===== src/rtl/wiener_pkg.sv =====
// Shared definitions for the Wiener coefficient loader: parser states,
// packet framing constants and error codes.
package wiener_pkg;

  typedef enum logic [2:0] {
    ST_IDLE,
    ST_ADDR,
    ST_LOAD,
    ST_CSUM,
    ST_DONE,
    ST_ERR
  } state_t;

  localparam logic [15:0] HEADER = 16'hC7E5;

  localparam logic [1:0] ERR_NONE  = 2'd0;
  localparam logic [1:0] ERR_CSUM  = 2'd1;
  localparam logic [1:0] ERR_TMO   = 2'd2;
  localparam logic [1:0] ERR_ABORT = 2'd3;

  // Bit positions inside the endpoint/command word.
  localparam int CMD_RSVD = 0;
  localparam int CMD_HOLD = 1;

  function automatic logic [15:0] swap_bytes(input logic [15:0] w);
    return {w[7:0], w[15:8]};
  endfunction

endpackage


===== src/rtl/coef_stream_timeout.sv =====
// Saturating idle-cycle counter; flags the idle cycle that reaches LIMIT
// so the parser can abandon a stalled packet on that same edge.
module coef_stream_timeout #(
  parameter int LIMIT = 65535
) (
  input  logic clk_in,
  input  logic rst_n,
  input  logic i_enable,
  input  logic i_clear,
  output logic o_expired
);

  localparam int CW = $clog2(LIMIT + 1);

  logic [CW-1:0] r_count;

  always_ff @(posedge clk_in or negedge rst_n) begin
    if (!rst_n) begin
      r_count <= '0;
    end else if (i_clear || !i_enable) begin
      r_count <= '0;
    end else if (r_count != CW'(LIMIT)) begin
      r_count <= r_count + 1'b1;
    end
  end

  // r_count holds completed idle cycles; the current idle cycle is the next one.
  assign o_expired = i_enable && !i_clear && (r_count >= CW'(LIMIT - 1));

endmodule


===== src/rtl/rec_coef_loader.sv =====
// Host-stream coefficient loader: parses header/command/payload/checksum and
// fills the shadow bank of a ping-pong RAM, swapping banks only on a good table.
module rec_coef_loader #(
  parameter int                DATA_W      = 16,
  parameter int                NUM_WORDS   = 256,
  parameter int                ADDR_W      = 8,
  parameter logic [DATA_W-1:0] HEADER      = wiener_pkg::HEADER,
  parameter int                BYTE_SWAP   = 1,
  parameter int                TIMEOUT_CYC = 65535
) (
  input  logic              clk_in,
  input  logic              rst_n,
  input  logic              data_valid,
  input  logic [DATA_W-1:0] din,
  input  logic [7:0]        ep_addr,
  input  logic              abort,
  output logic [DATA_W-1:0] wr_ram_data,
  output logic              wr_ram_en,
  output logic [ADDR_W-1:0] wr_ram_addr,
  output logic              wr_ram_bank,
  output logic              active_bank,
  output logic              load_busy,
  output logic              load_done,
  output logic              load_err,
  output logic [1:0]        err_code
);

  import wiener_pkg::*;

  localparam logic [ADDR_W:0] LAST_IDX = (ADDR_W + 1)'(NUM_WORDS - 1);

  state_t            r_state;
  logic [ADDR_W:0]   r_cnt;
  logic [DATA_W-1:0] r_sum;
  logic              r_hold;
  logic [DATA_W-1:0] r_wr_data;
  logic [ADDR_W-1:0] r_wr_addr;
  logic              r_wr_en;
  logic              r_active_bank;
  logic              r_busy;
  logic              r_done;
  logic              r_err;
  logic [1:0]        r_err_code;

  logic [DATA_W-1:0] w_word;
  logic              w_ep_match;
  logic              w_tmo_en;
  logic              w_tmo_expired;
  logic              w_fail;
  logic [1:0]        w_fail_code;

  generate
    if (BYTE_SWAP != 0 && DATA_W == 16) begin : g_swap
      assign w_word = swap_bytes(din);
    end else begin : g_noswap
      assign w_word = din;
    end
  endgenerate

  assign w_ep_match = (w_word[15:8] == ep_addr);
  assign w_tmo_en   = (r_state == ST_ADDR) || (r_state == ST_LOAD) || (r_state == ST_CSUM);

  coef_stream_timeout #(
    .LIMIT(TIMEOUT_CYC)
  ) u_timeout (
    .clk_in   (clk_in),
    .rst_n    (rst_n),
    .i_enable (w_tmo_en),
    .i_clear  (data_valid),
    .o_expired(w_tmo_expired)
  );

  // Abort outranks both an accepted word and a timeout in the same cycle.
  assign w_fail      = w_tmo_en && (abort || w_tmo_expired);
  assign w_fail_code = abort ? ERR_ABORT : ERR_TMO;

  always_ff @(posedge clk_in or negedge rst_n) begin
    if (!rst_n) begin
      r_state       <= ST_IDLE;
      r_cnt         <= '0;
      r_sum         <= '0;
      r_hold        <= 1'b0;
      r_wr_data     <= '0;
      r_wr_addr     <= '0;
      r_wr_en       <= 1'b0;
      r_active_bank <= 1'b0;
      r_busy        <= 1'b0;
      r_done        <= 1'b0;
      r_err         <= 1'b0;
      r_err_code    <= ERR_NONE;
    end else begin
      r_wr_en <= 1'b0;
      r_done  <= 1'b0;
      r_err   <= 1'b0;
      if (w_fail) begin
        r_state    <= ST_ERR;
        r_err      <= 1'b1;
        r_err_code <= w_fail_code;
      end else begin
        case (r_state)
          ST_IDLE: begin
            if (data_valid && (w_word == HEADER)) begin
              r_state    <= ST_ADDR;
              r_busy     <= 1'b1;
              r_err_code <= ERR_NONE;
            end
          end
          ST_ADDR: begin
            if (data_valid) begin
              if (w_ep_match && !w_word[CMD_RSVD]) begin
                r_state <= ST_LOAD;
                r_cnt   <= '0;
                r_sum   <= '0;
                r_hold  <= w_word[CMD_HOLD];
              end else begin
                r_state <= ST_IDLE;
                r_busy  <= 1'b0;
              end
            end
          end
          ST_LOAD: begin
            if (data_valid) begin
              r_wr_en   <= 1'b1;
              r_wr_addr <= r_cnt[ADDR_W-1:0];
              r_wr_data <= w_word;
              r_sum     <= r_sum + w_word;
              r_cnt     <= r_cnt + 1'b1;
              if (r_cnt == LAST_IDX) begin
                r_state <= ST_CSUM;
              end
            end
          end
          ST_CSUM: begin
            if (data_valid) begin
              if (w_word == r_sum) begin
                r_state <= ST_DONE;
                r_done  <= 1'b1;
                if (!r_hold) begin
                  r_active_bank <= ~r_active_bank;
                end
              end else begin
                r_state    <= ST_ERR;
                r_err      <= 1'b1;
                r_err_code <= ERR_CSUM;
              end
            end
          end
          default: begin
            r_state <= ST_IDLE;
            r_busy  <= 1'b0;
          end
        endcase
      end
    end
  end

  assign wr_ram_data = r_wr_data;
  assign wr_ram_en   = r_wr_en;
  assign wr_ram_addr = r_wr_addr;
  assign wr_ram_bank = ~r_active_bank;
  assign active_bank = r_active_bank;
  assign load_busy   = r_busy;
  assign load_done   = r_done;
  assign load_err    = r_err;
  assign err_code    = r_err_code;

endmodule


===== config.mk =====
export PLATFORM = sky130hd
export DESIGN_NAME = rec_coef_loader
export DESIGN_NICKNAME = d
export VERILOG_FILES = /design/src/rtl/wiener_pkg.sv /design/src/rtl/coef_stream_timeout.sv /design/src/rtl/rec_coef_loader.sv
export SDC_FILE = /design/constraint.sdc
export NUM_CORES = 1
export LEC_CHECK = 0
export CAP_MARGIN = 30
export CORE_UTILIZATION = 64
export CTS_CLUSTER_SIZE = 8
export DETAILED_ROUTE_END_ITERATION = 6
export DONT_BUFFER_PORTS = 1
export PLACE_DENSITY = 0.9
export SYNTH_ARGS = -nofsm -noshare
export SYNTH_HDL_FRONTEND = slang
export SYNTH_HIERARCHICAL = 1
export SYNTH_SLANG_ARGS = --single-unit

===== constraint.sdc =====
create_clock -name clk_in -period 3.1 [get_ports clk_in]
set_input_delay 0.31 -clock clk_in [delete_from_list [all_inputs] [get_ports clk_in]]
set_output_delay 0.31 -clock clk_in [all_outputs]
set_load 0.01 [all_outputs]

==> results of run 1 <==
-- what timing repair did --
item | in CTS | in global routing
buffers inserted | 0 | 2
endpoints found under the hold margin | 76 | 0
endpoints found under the setup margin | 0 | 11
hold buffers | 2 | 0
-- through the flow --
stage	setup WS, ns	util (%)	cells	hold slack, ns
after detailed placement	0.342	68.6	536	0.0159
after global placement	0.479	68.6	536	0.0159
after CTS	0.302	72.3	552	0.0129
final	0.341	72.5	554	0.0226
after floorplan	0.669	-	469	0.0144
after global routing	0.0303	72.5	554	0.0296
-- state kept, by name (all words and copies together), names as in the netlist --
register / count
r_sum: 16
u_timeout/r_count: 16
wr_ram_data: 16
r_cnt: 9
wr_ram_addr: 8
r_state: 3
err_code: 2
active_bank: 1
load_busy: 1
load_done: 1
load_err: 1
r_hold: 1
wr_ram_en: 1
-- power groups by stage --
stage | Sequential [µW] | Combinational, µW | Clock, µW
after floorplan | 1170 | 416 | 0
after global placement | 1180 | 471 | 0
after detailed placement | 1190 | 490 | 0
after CTS | 1170 | 520 | 822
after global routing | 1180 | 589 | 855
final | 1170 | 527 | 808
-- layout by cell type (no fill, tap or decap), drive strengths merged, types with 3 or more instances in the layout --
| master | n |
|---|---|
| nand2 | 101 |
| o2111ai | 3 |
| dfrtp | 76 |
| a31oi | 8 |
| o31a | 3 |
| buf | 9 |
| inv | 14 |
| ha | 19 |
| and4 | 4 |
| and3 | 6 |
| o31ai | 6 |
| mux2 | 4 |
| clkbuf | 12 |
| o211ai | 4 |
| nand4 | 12 |
| xor2 | 7 |
| xnor2 | 23 |
| a21oi | 16 |
| nor4 | 9 |
| o21ai | 22 |
| nor2b | 4 |
| nor3 | 9 |
| nor2 | 28 |
| a211oi | 4 |
| a21o | 9 |
| nand3 | 11 |
| or3 | 4 |
| or4 | 4 |
| a22o | 6 |
| o21a | 3 |
-- metal layers --
metal | up-vias | track usage (%) | part of all wire [%]
met5 | - | 0 | 0
met4 | 0 | 13.4 | 2.1
met3 | 25 | 6.81 | 6.9
met2 | 149 | 49.3 | 47
met1 | 1792 | 39.1 | 44
li1 | 1705 | - | -
-- layout make-up --
type                            count  area [µm²]  area share [%]
Multi-Input combinational cell    363        2360            50.0
Sequential cell                    76        1900            40.4
Tap cell                           77        96.3            2.05
Clock buffer                       12         145            3.08
Timing Repair Buffer               10        97.6            2.07
Clock inverter                      2        60.1            1.27
Inverter                           14        52.6            1.12
-- cells by family (layout without fill, tap and decap cells) --
kind of cell / Yosys count / after routing / synth area share, %
AOI/OAI and AO/OA: 103 / 103 / 16.4
xor gates and xnor gates: 30 / 30 / 5.97
adders and majority gates: 20 / 20 / 5.86
buffers and inverters: 30 / 38 / 3.24
DFF: 76 / 76 / 43.2
muxes: 6 / 6 / 1.56
and+or+nand+nor: 204 / 204 / 23.8
-- path summary, 6_finish.rpt --
path                                         end                   start
max                         r_cnt[3]$_DFFE_PN0P_  r_state[1]$_DFFE_PN0P_
min                          load_done$_DFF_PN0_                   abort
max reg2reg                 r_cnt[3]$_DFFE_PN0P_  r_state[1]$_DFFE_PN0P_
min reg2reg                 r_sum[2]$_DFFE_PN0P_    r_sum[2]$_DFFE_PN0P_
max in group asynchronous   r_sum[7]$_DFFE_PN0P_                   rst_n
min in group asynchronous  load_busy$_DFFE_PN0P_                   rst_n
==> flow_metrics.env, run 1 <==
export IMPL_synth_distinct_cells=68
export IMPL_worstSetupPathType="flip-flop to flip-flop"
export IMPL_ys_async_sr_fraction_pct=100
export IMPL_nets=522
export IMPL_place_congestion=0.899
export IMPL_syn_avg_cell_area_um2=9.39
export IMPL_yosysTopAreaCellShare_pct=43.2
export IMPL_power_density_mw_per_mm2=533
export IMPL_crit_cells=12
export IMPL_grt_overflow=0
export IMPL_num_fill_cells=441
export IMPL_p_int_uw=1770
export IMPL_fp_dieH_um=84.9
export IMPL_ys_ff_latch=76
export IMPL_maxCapViolCount=0
export IMPL_reg2reg_depth=12
export IMPL_cp_required_ns=3.33
export IMPL_io_buffers=0
export IMPL_final_hold_viol_count=0
export IMPL_final_max_slew_viol_count=0
export IMPL_period_share_pct=89.0
export IMPL_max_freq_mhz=362
export IMPL_cp_buffers_inverters=3
export IMPL_root_buffer="clkbuf_8"
export IMPL_dr_pass1_iters=7
export IMPL_syn_area_mm2=0.00440
export IMPL_cp_start_kind="flip-flop"
export IMPL_cts_resized=0
export IMPL_cts_clk_slew_worst_paths_ns=0.07
export IMPL_hold_depth=1
export IMPL_p_leak_uw=0.00222
export IMPL_io_pins=60
export IMPL_max_slew_margin_pct=55.7
export IMPL_synth_nets=517
export IMPL_antenna_cells=0
export IMPL_dieArea_mm2=0.00721
export IMPL_pwr_share_seq_pct=46.8
export IMPL_crit_top_cell="nor2_1"
export IMPL_vdd_drop_max_mv=0.274
export IMPL_drtIter0Drc=246
export IMPL_drc=4
export IMPL_reg2reg_slack_ns=0.34
export IMPL_cp_cell_sequence="o21bai_1 > inv_1 > nor2b_1 > o21ai_0 > nor2_1 > nor2_1 > nand4_1 > inv_1 > buf_4 > o2111ai_1 > xor2_1 > nor2_1"
export IMPL_grt_pass1_wl_um=17200
export IMPL_clk_path_buf_depth=2
export IMPL_path_max_fanout=40
export IMPL_yosysSeqAreaShare_pct=43.2
export IMPL_setup_violations=0
export IMPL_ys_dominant_reg_cell="dfrtp_1"
export IMPL_core_area_mm2=0.00649
export IMPL_slowest_stage="dfrtp_1"
export IMPL_swShare_pct=29.4
export IMPL_synth_cells=469
export IMPL_drive_gt1_share_pct=9.01
export IMPL_grt_max_degree=77
export IMPL_design_area_mm2=0.00471
export IMPL_antenna_found_initial=0
export IMPL_vias=3671
export IMPL_postRouteWirelength_um=10100
export IMPL_arrival_ns=2.98
export IMPL_clock_skew_ns=0.00481
export IMPL_syn_to_final_growth_pct=7.02
export IMPL_tns_ns=0
export IMPL_synth_area_leader_cell="dfrtp_1"
export IMPL_cp_slowest_stage_delay_ns=0.40
export IMPL_netlist_top_cells_count="nand2_1, dfrtp_1, nor2_1"
export IMPL_avgViaCountPerCell=6.63
export IMPL_pwr_share_comb_pct=21.0
export IMPL_drtAntennaViolNets=0
export IMPL_cp_top_family="simple AND/OR/NAND/NOR gates"
export IMPL_yosys_warnings=6
export IMPL_start_util_pct=67.8
export IMPL_placed_cell_area_mm2=0.00445
export IMPL_power_uw=2510
export IMPL_wl_per_cell_um=18.2
export IMPL_hold_class="input pin to flip-flop"
export IMPL_rsz0062_at_grt="no"
export IMPL_h_tree_depth=3
export IMPL_insertion_delay_ns=0.35
export IMPL_die_w_um=84.9
export IMPL_synth_edf_count=0
export IMPL_clkPwrFrac_pct=32.2
export IMPL_cts_sinks=76
export IMPL_status="complete, but fails checks"
export IMPL_yosys_cell_count_top_type="nand2_1"
export IMPL_dp_hpwl_um=6850
export IMPL_p_switching_uw=739
export IMPL_cts_buffers=9
export IMPL_tightest_slew_ns=0.659
export IMPL_cp_end_kind="flip-flop"
export IMPL_period_minus_slack_ns=2.76
export IMPL_synth_area_leaders="dfrtp_1, nand2_1, ha_1"
export IMPL_grt_use_total_pct=30.3
export IMPL_cts_tree="yes"
export IMPL_first_global_vias=3680
export IMPL_violations="design-rule violations"
export IMPL_num_rows=29
Note: power is estimated with default switching activity, not from simulation.
==> inputs of run 2 (changes only) <==
--- a/config.mk
+++ b/config.mk
@@ -10,7 +10,7 @@
 export CTS_CLUSTER_SIZE = 8
 export DETAILED_ROUTE_END_ITERATION = 6
 export DONT_BUFFER_PORTS = 1
-export PLACE_DENSITY = 0.9
+export PLACE_DENSITY = 0.79
 export SYNTH_ARGS = -nofsm -noshare
 export SYNTH_HDL_FRONTEND = slang
 export SYNTH_HIERARCHICAL = 1
==> flow_metrics.env, run 2 (synthesis gave the netlist of run 1 again) <==
export IMPL_status="complete, but fails checks"
export IMPL_violations="design-rule violations"
export IMPL_drive_gt1_share_pct=9.81
export IMPL_r2r_end="r_sum[2]$_DFFE_PN0P_"
export IMPL_design_area_mm2=0.00475
export IMPL_place_congestion=0.869
export IMPL_grt_use_total_pct=29.6
export IMPL_drc=3
export IMPL_p_leak_uw=0.00223
export IMPL_hold_start="abort"
export IMPL_root_buffer="clkbuf_8"
export IMPL_io_pins=60
export IMPL_layout_common_cells="nand2_1, dfrtp_1, nor2_1"
export IMPL_reg2reg_depth=11
export IMPL_cts_tree="yes"
export IMPL_antenna_found_initial=0
export IMPL_start_util_pct=67.8
export IMPL_hold_depth=1
export IMPL_clock_skew_ns=0.0142
export IMPL_vdd_drop_max_mv=0.385
export IMPL_cts_sinks=76
export IMPL_worstSetupPathType="flip-flop to flip-flop"
export IMPL_path_max_fanout=24
export IMPL_dr_pass1_iters=6
export IMPL_grt_overflow=0
export IMPL_maxCapViolCount=0
export IMPL_cp_required_ns=3.33
export IMPL_hold_end="load_done$_DFF_PN0_"
export IMPL_period_minus_slack_ns=2.69
export IMPL_dieArea_mm2=0.00721
export IMPL_final_util_pct=73.1
export IMPL_power_density_mw_per_mm2=541
export IMPL_arrival_ns=2.92
export IMPL_period_share_pct=86.7
export IMPL_tns_ns=0
export IMPL_insertion_delay_ns=0.35
export IMPL_final_common_cell="nand2_1"
export IMPL_reg2reg_from="r_state[1]$_DFFE_PN0P_"
export IMPL_dp_cells=538
export IMPL_num_rows=29
export IMPL_grt_max_degree=77
export IMPL_postRouteWirelength_um=10000
export IMPL_io_buffers=0
export IMPL_wl_per_cell_um=18.0
export IMPL_tightest_slew_ns=0.626
export IMPL_reg2reg_slack_ns=0.41
export IMPL_drtAntennaViolNets=0
export IMPL_syn_to_final_growth_pct=7.90
export IMPL_max_freq_mhz=372
export IMPL_cp_start_kind="flip-flop"
export IMPL_die_w_um=84.9
export IMPL_setup_violations=0
export IMPL_post_cts_setup_buffer_count=0
export IMPL_cp_end_kind="flip-flop"
export IMPL_h_tree_depth=3
export IMPL_rsz0062_at_grt="no"
export IMPL_core_area_mm2=0.00649
export IMPL_final_hold_viol_count=0
export IMPL_fp_dieH_um=84.9
export IMPL_final_max_slew_viol_count=0
export IMPL_hold_class="input pin to flip-flop"
export IMPL_cts_clk_slew_worst_paths_ns=0.08
export IMPL_nets=522
export IMPL_avgViaCountPerCell=6.35
export IMPL_dp_hpwl_um=6810
export IMPL_vias=3531
export IMPL_final_instance_count_excl_fill=556
export IMPL_drtIter0Drc=177
export IMPL_clk_path_buf_depth=2
export IMPL_cts_buffers=9
export IMPL_max_slew_margin_pct=57.9
export IMPL_placed_cell_area_mm2=0.00448
export IMPL_first_global_vias=3439
export IMPL_antenna_cells=0
export IMPL_grt_pass1_wl_um=16800
run 2: cell types whose count changed in the layout (fill, tap and decap cells not counted), sizes merged:
cell      change
inv           +2
clkinvlp      +1
clkbuf        -2
clkinv        +1
run 2: area by class of cell:
type / instances / area [µm²]
clock buffers: 10 / 138
clock inverters: 6 / 93.8
well taps: 77 / 96.3
fillers: 477 / 1750
multi-input cells: 363 / 2360
flip-flops and latches: 76 / 1900
repair buffers: 10 / 110
inverters: 14 / 52.6
run 2: how the worst max path moves through the flow:
stage	start	endpoint	cells past startpoint
after global routing	r_state[1]$_DFFE_PN0P_	r_sum[2]$_DFFE_PN0P_	11
after floorplan	r_state[2]$_DFFE_PN0P_	r_cnt[4]$_DFFE_PN0P_	13
after CTS	r_state[1]$_DFFE_PN0P_	r_sum[15]$_DFFE_PN0P_	11
after detailed placement	r_state[1]$_DFFE_PN0P_	r_sum[2]$_DFFE_PN0P_	11
after global placement	r_state[1]$_DFFE_PN0P_	r_sum[15]$_DFFE_PN0P_	11
final	r_state[1]$_DFFE_PN0P_	r_sum[2]$_DFFE_PN0P_	11
run 2: what timing repair did:
item                                    4_1_cts  5_1_grt
hold buffers                                  2        0
endpoints found under the hold margin        76        0
gates resized for setup                       0        0
endpoints found under the setup margin        0        0
run 2: power by group:
group | internal, µW | switching, µW
logic | 227 | 301
registers | 1080 | 91.8
clock network | 483 | 393
run 2: stage by stage:
stage	hold WS (ns)	total power (µW)	worst slack (ns)
finish	0.0365	2570	0.412
global route	0.0298	2700	0.207
CTS	0.0279	2580	0.461
detailed placement	0.0158	1680	0.480
global placement	0.0158	1660	0.603
floorplan	0.0144	1590	0.669
run 2: critical path, cell delays in order (launching register included):
cell      delay [ns]
dfrtp_1         0.39
o21bai_1        0.29
inv_1           0.11
nor2b_1         0.18
o21ai_0         0.08
nor2_1          0.09
nor2_1          0.36
nand4_1         0.18
inv_1           0.24
nor2_2          0.07
buf_4           0.22
o41ai_1         0.36
run 2: per-layer routing:
| metal | share of wire (%) | GRT usage (%) | up-vias |
|---|---|---|---|
| li1 | - | - | 1712 |
| met1 | 45 | 40.6 | 1696 |
| met2 | 48 | 48.0 | 110 |
| met3 | 5.9 | 6.81 | 13 |
| met4 | 1.2 | 7.55 | 0 |
| met5 | 0 | 0 | - |
